===== src/rtl/btb_update_unit.sv =====
// Branch resolution and BTB update for the EX stage: same-cycle mispredict
// redirect, a small FIFO of pending BTB writes drained one per cycle, and
// saturating performance counters.
module btb_update_unit #(
  parameter int unsigned INDEX_WIDTH = 6,
  parameter int unsigned QDEPTH      = 4
) (
  input  logic                        clk_i,
  input  logic                        rst_i,
  input  logic                        ex_valid_i,
  input  logic                        ex_is_br_i,
  input  logic [31:0]                 ex_pc_i,
  input  logic [31:0]                 ex_target_i,
  input  logic                        ex_taken_i,
  input  logic                        ex_pred_taken_i,
  input  logic [31:0]                 ex_pred_target_i,
  input  logic                        ex_btb_hit_i,
  input  logic                        ex_btb_bias_i,
  input  logic                        btb_wr_hold_i,
  output logic                        redirect_o,
  output logic [31:0]                 redirect_pc_o,
  output logic                        btb_wren_o,
  output logic [INDEX_WIDTH-1:0]      btb_wr_index_o,
  output logic [32-INDEX_WIDTH-3:0]   btb_wr_tag_o,
  output logic [31:0]                 btb_wr_target_o,
  output logic                        btb_br_taken_o,
  output logic [15:0]                 br_cnt_o,
  output logic [15:0]                 mispred_cnt_o,
  output logic [15:0]                 drop_cnt_o
);

  localparam int unsigned TagW = 32 - INDEX_WIDTH - 2;
  localparam int unsigned PtrW = (QDEPTH > 1) ? $clog2(QDEPTH) : 1;
  localparam int unsigned CntW = PtrW + 1;

  typedef struct packed {
    logic [INDEX_WIDTH-1:0] index;
    logic [TagW-1:0]        tag;
    logic [31:0]            target;
    logic                   bias;
  } entry_t;

  entry_t            mem_q [QDEPTH];
  logic [PtrW-1:0]   wr_ptr_q, wr_ptr_d, rd_ptr_q, rd_ptr_d;
  logic [CntW-1:0]   count_q, count_d;
  logic [15:0]       br_cnt_q, mispred_cnt_q, drop_cnt_q;

  logic   taken, tgt_diff, mispredict, push, pop, do_push, drop, empty, full;
  entry_t new_entry;
  entry_t head;

  // Resolution, redirect and FIFO handshake decode.
  always_comb begin
    taken      = ex_is_br_i ? ex_taken_i : 1'b1;
    tgt_diff   = (ex_target_i != ex_pred_target_i);
    mispredict = ex_valid_i & ((taken != ex_pred_taken_i) | (taken & ex_pred_taken_i & tgt_diff));
    redirect_o = mispredict & ~rst_i;
    redirect_pc_o = '0;
    if (redirect_o) redirect_pc_o = taken ? ex_target_i : ex_pc_i + 32'd4;

    empty   = (count_q == '0);
    full    = (count_q == CntW'(QDEPTH));
    push    = ex_valid_i & taken & (~ex_btb_hit_i | tgt_diff) & ~rst_i;
    pop     = ~empty & ~btb_wr_hold_i & ~rst_i;
    // A pop in the same cycle frees the slot a full-FIFO push needs.
    do_push = push & (~full | pop);
    drop    = push & full & ~pop;

    new_entry.index  = ex_pc_i[INDEX_WIDTH+1:2];
    new_entry.tag    = ex_pc_i[31:INDEX_WIDTH+2];
    new_entry.target = ex_target_i;
    // Retargets keep the stored bias; fresh allocations start biased taken.
    new_entry.bias   = ex_btb_hit_i ? ex_btb_bias_i : 1'b1;

    head            = mem_q[rd_ptr_q];
    btb_wren_o      = pop;
    btb_wr_index_o  = head.index;
    btb_wr_tag_o    = head.tag;
    btb_wr_target_o = head.target;
    btb_br_taken_o  = head.bias;
  end

  // Next-state for pointers and occupancy.
  always_comb begin
    wr_ptr_d = wr_ptr_q;
    rd_ptr_d = rd_ptr_q;
    count_d  = count_q;
    if (do_push) wr_ptr_d = wr_ptr_q + PtrW'(1);
    if (pop)     rd_ptr_d = rd_ptr_q + PtrW'(1);
    unique case ({do_push, pop})
      2'b10:   count_d = count_q + CntW'(1);
      2'b01:   count_d = count_q - CntW'(1);
      default: count_d = count_q;
    endcase
  end

  // Pointer, occupancy and counter state; reset discards pending entries.
  always_ff @(posedge clk_i) begin
    if (rst_i) begin
      wr_ptr_q      <= '0;
      rd_ptr_q      <= '0;
      count_q       <= '0;
      br_cnt_q      <= '0;
      mispred_cnt_q <= '0;
      drop_cnt_q    <= '0;
    end else begin
      wr_ptr_q <= wr_ptr_d;
      rd_ptr_q <= rd_ptr_d;
      count_q  <= count_d;
      if (ex_valid_i && br_cnt_q != 16'hFFFF)      br_cnt_q      <= br_cnt_q + 16'd1;
      if (mispredict && mispred_cnt_q != 16'hFFFF) mispred_cnt_q <= mispred_cnt_q + 16'd1;
      if (drop && drop_cnt_q != 16'hFFFF)          drop_cnt_q    <= drop_cnt_q + 16'd1;
    end
  end

  // Entry storage is not reset.
  always_ff @(posedge clk_i) begin
    if (do_push) mem_q[wr_ptr_q] <= new_entry;
  end

  assign br_cnt_o      = br_cnt_q;
  assign mispred_cnt_o = mispred_cnt_q;
  assign drop_cnt_o    = drop_cnt_q;

endmodule

===== config.mk =====
export PLATFORM = sky130hd
export DESIGN_NAME = btb_update_unit
export DESIGN_NICKNAME = d
export VERILOG_FILES = /design/src/rtl/btb_update_unit.sv
export SDC_FILE = /design/constraint.sdc
export NUM_CORES = 1
export LEC_CHECK = 0
export BUFFER_PORTS_ARGS = -buffer_cell sky130_fd_sc_hd__buf_2
export CORE_MARGIN = 2
export CORE_UTILIZATION = 56
export CTS_CLUSTER_SIZE = 30
export DETAILED_ROUTE_END_ITERATION = 16
export HOLD_SLACK_MARGIN = 0.06
export PLACE_DENSITY = 0.83
export SLEW_MARGIN = 25
export SYNTH_ARGS = -nofsm -noshare
export SYNTH_HDL_FRONTEND = slang
export SYNTH_SLANG_ARGS = --single-unit
export TNS_END_PERCENT = 30

===== constraint.sdc =====
create_clock -name clk_i -period 4.1 [get_ports clk_i]
set_input_delay 0.41 -clock clk_i [delete_from_list [all_inputs] [get_ports clk_i]]
set_output_delay 0.41 -clock clk_i [all_outputs]
set_load 0.02 [all_outputs]

==> flow_metrics.tcl, run 1 <==
set metrics [dict create \
    finalCriticalPeriod_ps 3562 \
    crit_start "ex_target_i[4]" \
    post_synth_xor_area_fraction_pct 5.581 \
    end_kind "output port" \
    route.met2.wl_um 16320 \
    fillCellCount 1624 \
    syn_inst_count 849 \
    max_freq_mhz 280.8 \
    route.top_layer_used "met4" \
    yosysUniqueCellTypes 53 \
    clk_pin_slew_ps 60 \
    design.die.area_sq_mm 0.02478 \
    finalHoldWorstSlack_ps 141.0 \
    period_share_pct 86.87 \
    wl_per_cell_um 22.63 \
    synthesis.yosys.warnings 0 \
    cts_tree "done" \
    area_share_of_and_or_nand_nor_cells_after_synthesis_pct 10.20 \
    number_of_antenna_violations_at_the_first_check_in_global_routing 4 \
    die_h_um 157.4 \
    core.rowCount 56 \
    r2r_cells 7 \
    total_placed_instance_area_sq_mm 0.01484 \
    relSlewSlack_pct 40.95 \
    vias 8406 \
    synth.cell_area_sq_mm 0.01318 \
    met1_length_um 12690 \
    grt_use_total_pct 26.27 \
    numCtsBuffers 28 \
    worstSetupEndpoint "redirect_pc_o[28]" \
    detailedRoute.firstPassIterationCount 5 \
    core_region_area_sq_mm 0.02326 \
    postSynthRegisterBits 309 \
    peakVddDrop_v 0.0002815 \
    worst_slew_pin_slew_ps 885.7 \
    layout-drive-gt1-share_pct 34.91 \
    clkLatencyLatePin_ps 530 \
    power-per-cell-area_mw_per_mm2 426.5 \
    antenna_violating_nets_post_route 0 \
    final.setup_skew_ps 9.738 \
    synth-compound-area-share_pct 3.768 \
    worst_r2r_startpoint "drop_cnt_o[3]" \
    timing.final.max_slew_violations 0 \
    global_route.overflow_total 0 \
    critical_path_peak_fanout 33 \
    wl_um 32730 \
    worst_r2r_end "drop_cnt_o[9]" \
    crit_path_start_kind "primary input" \
    io_buffer_count 249 \
    share_of_synthesized_area_spent_on_multiplexers_pct 11.90 \
    area_delta_synth_final_pct 19.62 \
    synth_fa_ha_area_share_pct 1.006 \
    static_leakage_nw 5.647 \
    cts.path.max_buffers 3 \
    power.total_w 0.006725 \
    grt_start_max_net_pins 64 \
    detail_route.drc_violations 0 \
    synth_top_family_by_area "multiplexers" \
    critPathRequiredTime_ps 3690 \
    vias_per_instance 5.813 \
    pin_count 250 \
    cp_data_arrival_time_ps 3150 \
    dpl.hpwl_um 22390 \
    cts-resized-gates 0 \
    design.final.nets 1216 \
    ys_seq_area_share_pct 66.07 \
    synth_top_flop_cell "sky130_fd_sc_hd__edfxtp_1" \
    gpl.final_weighted_congestion 0.8689 \
    cts-hold-fix-buffers 0 \
    synthesis.nets 964 \
    floorplan.die.width_um 157.4 \
    cts-root-buf "sky130_fd_sc_hd__clkbuf_16" \
    synthesis.area_per_instance_sq_um 15.53 \
    grt_first_pass_wirelength_um 47990 \
    grt_setup_unrepaired "false" \
    finish.instance_area_sq_mm 0.01577 \
    htreeDepth 1 \
    vias_in_the_first_global_route 8215 \
    drt_iter0_markers 729 \
    postSynth.asyncResetShare_pct 0 \
    cts_post_setup_buffers_inserted 0 \
    setup_tns_ps 0 \
    synth-edff-count 252 \
    final_hold_viol_count 0 \
    worst_min_path_class "primary input to register" \
    floorplan.initialDensity_pct 56.66 \
    status "finished clean" \
    wl_met3_um 3210 \
    reg2reg_setup_slack_ps 1620 \
    setup_viol 0 \
    cap_violations 0 \
    worst-setup-path-type "primary input to output port" \
    total_number_of_clock_tree_sinks 309 \
]
==> worst min path at each step <==
stage                           from          endpoint  slack (ps)  depth (start not counted)
CTS                       ex_pc_i[6]      mem_q[2][61]         120                          1
global placement    mispred_cnt_o[1]  mispred_cnt_o[1]         480                          2
global route         ex_target_i[16]      mem_q[1][17]         130                          1
detailed placement  mispred_cnt_o[1]  mispred_cnt_o[1]         480                          2
finish                    ex_pc_i[6]      mem_q[2][61]         140                          1
floorplan                rd_ptr_q[1]          register         480                          2
==> flip-flops by register name, indices dropped and copies added, names as in the netlist, named ones only <==
signal	cells
mem_q	252
br_cnt_o	16
drop_cnt_o	16
mispred_cnt_o	16
count_q	3
rd_ptr_q	2
wr_ptr_q	2
==> synthesized netlist by cell type, types with 3 or more instances <==
library cell               instances  area, sq um
sky130_fd_sc_hd__edfxtp_1        252         7567
sky130_fd_sc_hd__mux2i_1           6        60.06
sky130_fd_sc_hd__buf_1             5        18.77
sky130_fd_sc_hd__nand3_1          24        120.1
sky130_fd_sc_hd__nand2b_1          4        25.02
sky130_fd_sc_hd__nor2_1           83        311.6
sky130_fd_sc_hd__o21a_1            3        22.52
sky130_fd_sc_hd__a21oi_1          13        65.06
sky130_fd_sc_hd__or4_1             7        52.55
sky130_fd_sc_hd__nand4_1          28        175.2
sky130_fd_sc_hd__buf_2             8        40.04
sky130_fd_sc_hd__nor2b_1          13        81.33
sky130_fd_sc_hd__or3_1             5        31.28
sky130_fd_sc_hd__a211oi_1         29        217.7
sky130_fd_sc_hd__o21ba_1           3        30.03
sky130_fd_sc_hd__ha_1              9        112.6
sky130_fd_sc_hd__o21ai_0           7        35.03
sky130_fd_sc_hd__dfxtp_1          57         1141
sky130_fd_sc_hd__and4_1            8        70.07
sky130_fd_sc_hd__and3_1            8        50.05
sky130_fd_sc_hd__and2_1           11        68.82
sky130_fd_sc_hd__xnor2_1          48        420.4
sky130_fd_sc_hd__nor3_1            9        45.04
sky130_fd_sc_hd__clkbuf_1         22        82.58
sky130_fd_sc_hd__nand2_1          37        138.9
sky130_fd_sc_hd__mux4_2           63         1419
sky130_fd_sc_hd__xor2_1           36        315.3
sky130_fd_sc_hd__o31ai_1           4        30.03
sky130_fd_sc_hd__inv_1            12        45.04
sky130_fd_sc_hd__mux2_2            6        67.56
==> area by class of cell <==
| type | instances | area (sq um) | area share (%) |
|---|---|---|---|
| Clock buffer | 40 | 808.3 | 5.126 |
| Sequential cell | 309 | 8713 | 55.26 |
| Clock inverter | 12 | 111.4 | 0.7062 |
| Multi-Input combinational cell | 492 | 4292 | 27.22 |
| Tap cell | 319 | 399.1 | 2.531 |
| Antenna cell | 4 | 10.01 | 0.06348 |
| Inverter | 12 | 45.04 | 0.2857 |
| Timing Repair Buffer | 258 | 1389 | 8.808 |
==> routing by layer <==
metal,up-vias,global-route usage (%)
li1,3790,-
met4,0,5.758
met2,406,44.77
met1,4170,34.87
met5,-,0
met3,40,5.947
==> power breakdown <==
part | internal [W] | total [W] | switching (W)
clock | 0.00150 | 0.00258 | 0.00108
sequential | 0.00345 | 0.00349 | 0.0000419
combinational | 0.000253 | 0.000652 | 0.000399
==> cell families (layout without fill, tap and decap cells) <==
| kind of cell | Yosys count | after routing |
|---|---|---|
| mux | 77 | 77 |
| other cells | 0 | 4 |
| xor+xnor | 84 | 84 |
| buf+inv | 48 | 322 |
| flops | 309 | 309 |
| fa+ha+maj | 10 | 10 |
| compound gates | 67 | 67 |
| simple gates | 254 | 254 |
==> worst max-delay path, stage by stage <==
cell                       delay, ps
sky130_fd_sc_hd__buf_2           160
sky130_fd_sc_hd__xnor2_1         400
sky130_fd_sc_hd__nand4_1         250
sky130_fd_sc_hd__nor4_4          590
sky130_fd_sc_hd__nand2_1         110
sky130_fd_sc_hd__a21oi_1         200
sky130_fd_sc_hd__or2_2           630
sky130_fd_sc_hd__a211oi_1        140
sky130_fd_sc_hd__buf_2           210
==> cells in the final DEF, fill, tap and decap left out, drive strengths merged, types with 2 or more instances in the layout <==
| cell | instances |
|---|---|
| buf | 258 |
| edfxtp | 252 |
| nor2 | 83 |
| mux4 | 63 |
| dfxtp | 57 |
| xnor2 | 48 |
| clkbuf | 40 |
| nand2 | 37 |
| xor2 | 36 |
| nand4 | 30 |
| a211oi | 29 |
| nand3 | 26 |
| a21oi | 13 |
| nor2b | 13 |
| inv | 12 |
| and2 | 11 |
| nor3 | 9 |
| ha | 9 |
| clkinv | 9 |
| and3 | 8 |
| and4 | 8 |
| mux2 | 8 |
| o21ai | 7 |
| or4 | 7 |
| mux2i | 6 |
| or3 | 5 |
| o31ai | 5 |
| diode | 4 |
| nand2b | 4 |
| o21ba | 4 |
| nor4 | 4 |
| o21a | 3 |
| or2 | 2 |
| o31a | 2 |
| bufinv | 2 |
| or3b | 2 |
==> metrics by stage <==
step	setup slack (ps)	std cells	utilization (%)
after floorplan	634.7	849	-
after global placement	656.1	1390	63.79
after CTS	571.1	1442	67.74
after detailed placement	618.5	1390	63.79
after global routing	435.0	1443	67.75
final	538.2	1446	67.78
No activity file was read; power rests on OpenSTA's default activity.
==> run 2: changes to the inputs <==
--- a/config.mk
+++ b/config.mk
@@ -13,5 +13,5 @@
 export HOLD_SLACK_MARGIN = 0.06
 export PLACE_DENSITY = 0.83
-export SLEW_MARGIN = 25
+export SLEW_MARGIN = 10
 export SYNTH_ARGS = -nofsm -noshare
 export SYNTH_HDL_FRONTEND = slang
==> constraint.sdc (replaced) <==
create_clock -name clk_i -period 4.1 [get_ports clk_i]
set_input_delay 0.205 -clock clk_i [delete_from_list [all_inputs] [get_ports clk_i]]
set_output_delay 0.205 -clock clk_i [all_outputs]
set_load 0.02 [all_outputs]
==> run 2 against run 1 <==
Compared with the run above:
- worst setup slack worse by 9.5 ps
- total power up 4.7%
- critical path type unchanged
- hold slack worse by 42 ps
- combinational power up 8.7%
- fmax down 0.27%
==> flow_metrics.tcl, run 2 (synthesis results as in run 1) <==
set metrics [dict create \
    vias_in_the_first_global_route 8695 \
    largest_register "mem_q" \
    clk_pin_slew_ps 60 \
    wl_um 35150 \
    cts.path.max_buffers 3 \
    timing.critical_path.slowest_stage_cell "sky130_fd_sc_hd__or2_2" \
    grt_setup_unrepaired "false" \
    power-per-cell-area_mw_per_mm2 426.5 \
    timing.critical_path.slowest_cell_delay_ps 660 \
    global_route.overflow_total 0 \
    end_kind "output port" \
    gpl.final_weighted_congestion 0.8341 \
    antenna_violating_nets_post_route 0 \
    detailedRoute.firstPassIterationCount 5 \
    reg2reg_setup_slack_ps 1670 \
    dpl.hpwl_um 22550 \
    status "finished clean" \
    vias 8781 \
    design.final.nets 1285 \
    largest_register_ff_count 252 \
    worst_r2r_end "drop_cnt_o[9]" \
    numCtsBuffers 30 \
    cap_violations 0 \
    clkLatencyLatePin_ps 550 \
    crit_path_start_kind "primary input" \
    wl_per_cell_um 23.20 \
    swShare_pct 22.85 \
    design.die.area_sq_mm 0.02478 \
    grt_start_max_net_pins 67 \
    drt_iter0_markers 684 \
    power.sequential.fraction_pct 49.6 \
    number_of_antenna_violations_at_the_first_check_in_global_routing 6 \
    worst_slew_pin_slew_ps 1013 \
    worst_r2r_startpoint "drop_cnt_o[3]" \
    max_freq_mhz 280.0 \
    timing.final.max_slew_violations 0 \
    critPathRequiredTime_ps 3890 \
    final_common_cell "sky130_fd_sc_hd__edfxtp_1" \
    static_leakage_nw 5.967 \
    vias_per_instance 5.796 \
    worst_min_path_class "primary input to register" \
    final.setup_skew_ps 11.92 \
    finalCriticalPeriod_ps 3571 \
    cts-root-buf "sky130_fd_sc_hd__clkbuf_16" \
    power.net_switching_w 0.001610 \
    peakVddDrop_v 0.0003369 \
    internal-power_w 0.005434 \
    period_share_pct 87.10 \
    die_h_um 157.4 \
    pin_count 250 \
    clock_power_share_pct 40.4 \
    core.rowCount 56 \
    floorplan.initialDensity_pct 56.66 \
    critical_path_peak_fanout 33 \
    setup_tns_ps 0 \
    floorplan.die.width_um 157.4 \
    part_of_the_total_power_dissipated_in_combinational_logic_pct 10.1 \
    worst-setup-path-type "primary input to output port" \
    relSlewSlack_pct 32.45 \
    min_delay_path_depth 4 \
    core_region_area_sq_mm 0.02326 \
    fillCellCount 1512 \
    grt_use_total_pct 28.11 \
    area_delta_synth_final_pct 25.29 \
    total_number_of_clock_tree_sinks 309 \
    htreeDepth 1 \
    cts_tree "done" \
    crit_start "ex_target_i[4]" \
    path_cells "dlygate4sd3_1, buf_2, xnor2_1, nand4_1, nor4_4, nand2_1, a21oi_1, or2_2, a211oi_1, buf_2" \
    grt_first_pass_wirelength_um 51130 \
    crit_top_cell "sky130_fd_sc_hd__buf_2" \
    final_hold_viol_count 0 \
    layout-drive-gt1-share_pct 33.31 \
    place_ws_ps 1113 \
    mostFrequentLayoutCells "sky130_fd_sc_hd__edfxtp_1 (252), sky130_fd_sc_hd__buf_2 (249), sky130_fd_sc_hd__nor2_1 (83)" \
    detail_route.drc_violations 0 \
    io_buffer_count 249 \
    setup_viol 0 \
    worstSetupEndpoint "redirect_pc_o[7]" \
    r2r_cells 7 \
    setup_slack_ps 528.7 \
    cp_data_arrival_time_ps 3370 \
]
-- run 2: cell count changes in the layout (fill, tap and decap cells not counted), sizes merged, moves of 2 or more --
cell,previous run,this run
bufinv,2,5
buf,258,260
clkbuf,40,36
dlygate4sd3,0,65
-- run 2: stage by stage --
stage               hold WS, ps  instance area (sq um)  cells  util, %  power [W]
global route              138.1                  16510   1513    70.97   0.007241
floorplan                 303.9                  13180    849        -   0.003926
finish                    99.33                  16510   1515    70.99   0.007043
global placement          462.2                  14840   1392    63.80   0.004202
detailed placement        470.0                  14840   1392    63.80   0.004213
CTS                       83.97                  16500   1511    70.95   0.007079
-- run 2: timing repair --
| item | CTS | global route |
|---|---|---|
| resized for setup | 0 | 0 |
| hold buffers | 65 | 0 |
| setup buffers | 0 | 0 |
| endpoints found under the hold margin | 253 | 0 |
-- run 2: power groups by stage --
| stage | clock [W] | combinational, W | sequential (W) |
|---|---|---|---|
| detailed placement | 0 | 0.000653 | 0.00356 |
| global placement | 0 | 0.000644 | 0.00356 |
| finish | 0.00284 | 0.000709 | 0.00349 |
| global route | 0.00299 | 0.000752 | 0.00350 |
| CTS | 0.00288 | 0.000707 | 0.00349 |
| floorplan | 0 | 0.000383 | 0.00354 |
-- run 2: cell type report --
type | instances | area, sq um | area share, %
repair buffers | 325 | 2042 | 12.36
well taps | 319 | 399.1 | 2.417
inverters | 12 | 45.04 | 0.2727
diodes | 4 | 10.01 | 0.06061
flip-flops and latches | 309 | 8713 | 52.76
clock buffers | 36 | 794.5 | 4.811
clock inverters | 18 | 219.0 | 1.326
multi-input cells | 492 | 4292 | 25.99
-- run 2: routing by layer --
metal  GRT usage, %  vias up  routed length [um]
li1               -     3929                   -
met1          35.46     4346               13110
met2          47.37      424               17280
met3          6.608       78                3353
met4          11.08        4                1388
met5              0        -                  27
-- run 2: how the worst min path moves through the flow --
stage | end | startpoint | slack, ps
after floorplan | mem_q[0][10] | ex_target_i[9] | 300
after global placement | mem_q[0][17] | ex_target_i[16] | 460
after detailed placement | mem_q[1][47] | ex_pc_i[22] | 470
after CTS | br_cnt_o[12] | ex_valid_i | 80
after global routing | br_cnt_o[12] | ex_valid_i | 140
final | br_cnt_o[12] | ex_valid_i | 100
-- run 2: worst max-delay path: cells and delay by family --
kind | cells | cell delay (ps)
AO/OA/AOI/OAI | 2 | 350
XOR/XNOR | 1 | 310
buffers and inverters | 3 | 950
AND/OR/NAND/NOR | 4 | 1550
==> run 3: changes to the inputs <==
ABC_AREA = 1   (was default)
PLACE_DENSITY = 0.82   (was 0.83)
==> run 3 against run 2 <==
Compared with the run above:
- clock skew is 3.8 ps higher
- register-to-register slack worse by 90 ps
- sequential power hardly changed
- fmax is 2.2% lower
- clock power is 2% lower
- flip-flop and latch count stayed put
- combinational power is 8.5% higher
- cell count is 34% higher
- highest routed layer is now met4
==> flow_metrics.tcl, run 3 <==
set metrics [dict create \
    detail_route.drc_violations 0 \
    internal-power_w 0.005335 \
    fillCellCount 1703 \
    worst_min_path_class "primary input to register" \
    synthesis.nets 1496 \
    design.final.nets 1794 \
    worst_slew_pin_slew_ps 1113 \
    largest_register_ff_count 252 \
    layout.area.seq_sq_mm 0.008713 \
    cts-resized-gates 0 \
    postSynthRegisterBits 309 \
    crit_path_start_kind "primary input" \
    cts_tree "done" \
    max_freq_mhz 273.9 \
    peakVddDrop_v 0.0002904 \
    synthesis.area_per_instance_sq_um 10.14 \
    synth.most_common_cell "sky130_fd_sc_hd__edfxtp_1" \
    power.sequential.fraction_pct 49.6 \
    postSynth.asyncResetShare_pct 0 \
    synth-compound-area-share_pct 12.00 \
    grt_start_max_net_pins 105 \
    cts.path.max_buffers 3 \
    number_of_antenna_violations_at_the_first_check_in_global_routing 2 \
    final.setup_skew_ps 15.67 \
    clk_pin_slew_ps 60 \
    dpl.hpwl_um 26070 \
    relSlewSlack_pct 25.78 \
    power-per-cell-area_mw_per_mm2 407.9 \
    detailedRoute.firstPassIterationCount 7 \
    critPathRequiredTime_ps 3890 \
    yosysUniqueCellTypes 41 \
    power.net_switching_w 0.001686 \
    end_kind "output port" \
    area_delta_synth_final_pct 22.93 \
    antenna_violating_nets_post_route 0 \
    worst-setup-path-type "primary input to output port" \
    final_common_cell "sky130_fd_sc_hd__edfxtp_1" \
    gpl.final_weighted_congestion 0.9321 \
    syn_inst_count 1381 \
    ys_seq_area_share_pct 62.20 \
    die_h_um 162.1 \
    static_leakage_nw 6.567 \
    setup_viol 0 \
    cts-root-buf "sky130_fd_sc_hd__clkbuf_16" \
    synth.area.top_cells "sky130_fd_sc_hd__edfxtp_1 (54%), sky130_fd_sc_hd__dfxtp_1 (8.2%), sky130_fd_sc_hd__nor2_1 (5.9%)" \
    status "finished clean" \
    timing.final.max_slew_violations 0 \
    pin_count 250 \
    cap_violations 0 \
    vias_per_instance 5.837 \
    floorplan.initialDensity_pct 57.23 \
    layout-drive-gt1-share_pct 20.46 \
    clock_power_share_pct 39.5 \
    swShare_pct 24.01 \
    finalCriticalPeriod_ps 3651 \
    critical_path_peak_fanout 26 \
    core.rowCount 57 \
    synth_top_flop_cell "sky130_fd_sc_hd__edfxtp_1" \
    mostFrequentLayoutCells "sky130_fd_sc_hd__edfxtp_1 (252), sky130_fd_sc_hd__buf_2 (249), sky130_fd_sc_hd__nor2_1 (214)" \
    largest_register "mem_q" \
    core_region_area_sq_mm 0.02446 \
    synth_fa_ha_area_share_pct 0.9473 \
    final_hold_viol_count 0 \
    area_share_of_and_or_nand_nor_cells_after_synthesis_pct 16.51 \
    floorplan.die.width_um 162.1 \
    synth_top_family_by_area "simple AND/OR/NAND/NOR gates" \
    post_synth_xor_area_fraction_pct 3.941 \
    wl_per_cell_um 19.82 \
    grt_use_total_pct 30.01 \
    vias 11840 \
    io_buffer_count 249 \
    multiInputGateArea_sq_mm 0.004710 \
    global_route.overflow_total 0 \
    clkLatencyLatePin_ps 550 \
    part_of_the_total_power_dissipated_in_combinational_logic_pct 10.9 \
    setup_tns_ps 0 \
    grt_setup_unrepaired "false" \
    design.die.area_sq_mm 0.02628 \
    period_share_pct 89.06 \
    total_number_of_clock_tree_sinks 309 \
    post-synth-top-area-fraction_pct 54.05 \
    synth-edff-count 252 \
    grt_first_pass_wirelength_um 61080 \
    htreeDepth 1 \
    synthesis.yosys.warnings 0 \
    vias_in_the_first_global_route 11040 \
    drt_iter0_markers 1331 \
    synth.cell_area_sq_mm 0.01400 \
    wl_um 40200 \
    synthDominantAreaCellType "sky130_fd_sc_hd__edfxtp_1" \
    share_of_synthesized_area_spent_on_multiplexers_pct 0 \
    numCtsBuffers 31 \
    finalHoldWorstSlack_ps 95.56 \
    cp_data_arrival_time_ps 3450 \
    synthTopCellsByCount "sky130_fd_sc_hd__edfxtp_1 (252), sky130_fd_sc_hd__nor2_1 (219), sky130_fd_sc_hd__nand2_1 (199)" \
]
## run 3: cell types whose count changed after synthesis, moves of 20 or more
cell / previous run / this run
sky130_fd_sc_hd__a211oi_1: 29 / 9
sky130_fd_sc_hd__a21oi_1: 13 / 63
sky130_fd_sc_hd__clkbuf_1: 22 / 52
sky130_fd_sc_hd__inv_1: 12 / 89
sky130_fd_sc_hd__mux4_2: 63 / 0
sky130_fd_sc_hd__nand2_1: 37 / 199
sky130_fd_sc_hd__nor2_1: 83 / 219
sky130_fd_sc_hd__o21ai_0: 7 / 149
sky130_fd_sc_hd__o22ai_1: 0 / 63
## run 3: through the flow
stage               worst slack (ps)  power [W]  utilization [%]  std cells  cell area, sq um
finish                         448.7   0.007021            70.36       2028             17210
global route                   213.2   0.007231            70.35       2027             17210
CTS                            538.7   0.007029            70.33       2025             17200
detailed placement              1077   0.004254            63.63       1906             15570
global placement                1138   0.004239            63.63       1906             15570
floorplan                     -387.1   0.003944                -       1381             14000
## run 3: area by class of cell
type / instances / share of cell area, %
antenna: 3 / 0.04362
clock buffer: 42 / 4.980
clock inverter: 13 / 0.8142
inverter: 96 / 2.101
multi-input combinational: 914 / 27.36
sequential: 309 / 50.63
tap: 324 / 2.355
timing repair buffer: 327 / 11.72
## run 3: kinds of logic (layout without fill, tap and decap cells)
kind of cell / count (synthesis) / in the layout
simple gates: 535 / 535
flops: 309 / 309
compound gates: 306 / 306
buf+inv: 158 / 478
xor+xnor: 63 / 63
fa+ha+maj: 10 / 10
other cells: 0 / 3
## run 3: timing repair
item                                   CTS  global route
buffers inserted                         0             0
endpoints found under the hold margin  252             0
hold buffers                            64             0
## run 3: worst max-delay path: stages
cell                            delay, ps
sky130_fd_sc_hd__dlygate4sd3_1        520
sky130_fd_sc_hd__buf_2                180
sky130_fd_sc_hd__inv_1                150
sky130_fd_sc_hd__nand2_1              100
sky130_fd_sc_hd__nand2_1               50
sky130_fd_sc_hd__nand2_1               60
sky130_fd_sc_hd__nor2_1                60
sky130_fd_sc_hd__nand2_1               60
sky130_fd_sc_hd__nor2_1                50
sky130_fd_sc_hd__nand2_1              130
sky130_fd_sc_hd__nand2_1               80
sky130_fd_sc_hd__nand2_2              300
sky130_fd_sc_hd__nand3_2              580
sky130_fd_sc_hd__inv_2                370
sky130_fd_sc_hd__o21ai_0              160
sky130_fd_sc_hd__a21oi_1              190
sky130_fd_sc_hd__buf_2                200
## run 3: power groups by stage
stage                     registers, W  logic, W  clock network (W)
final                          0.00348  0.000769            0.00277
after global routing           0.00349  0.000821            0.00292
after CTS                      0.00348  0.000756            0.00279
after detailed placement       0.00355  0.000705                  0
after global placement         0.00355  0.000693                  0
after floorplan                0.00355  0.000395                  0
## run 3: layer usage
layer	vias to the layer above	global-route usage, %	part of all wire (%)
li1	5434	-	-
met4	0	11.22	3.6
met5	-	0	0
met2	726	49.26	47
met3	83	5.337	11
met1	5594	40.36	38
## run 3: final timing paths
| path | startpoint | endpoint | slack, ps | depth (start not counted) |
|---|---|---|---|---|
| worst max-delay path | ex_target_i[29] | redirect_pc_o[20] | 450 | 17 |
| worst min register to register | rd_ptr_q[1] | register | 460 | 2 |
| worst max register to register | count_q[0] | mem_q[0][25] | 1580 | 7 |
| worst min-delay path | btb_wr_hold_i | rd_ptr_q[0] | 100 | 4 |
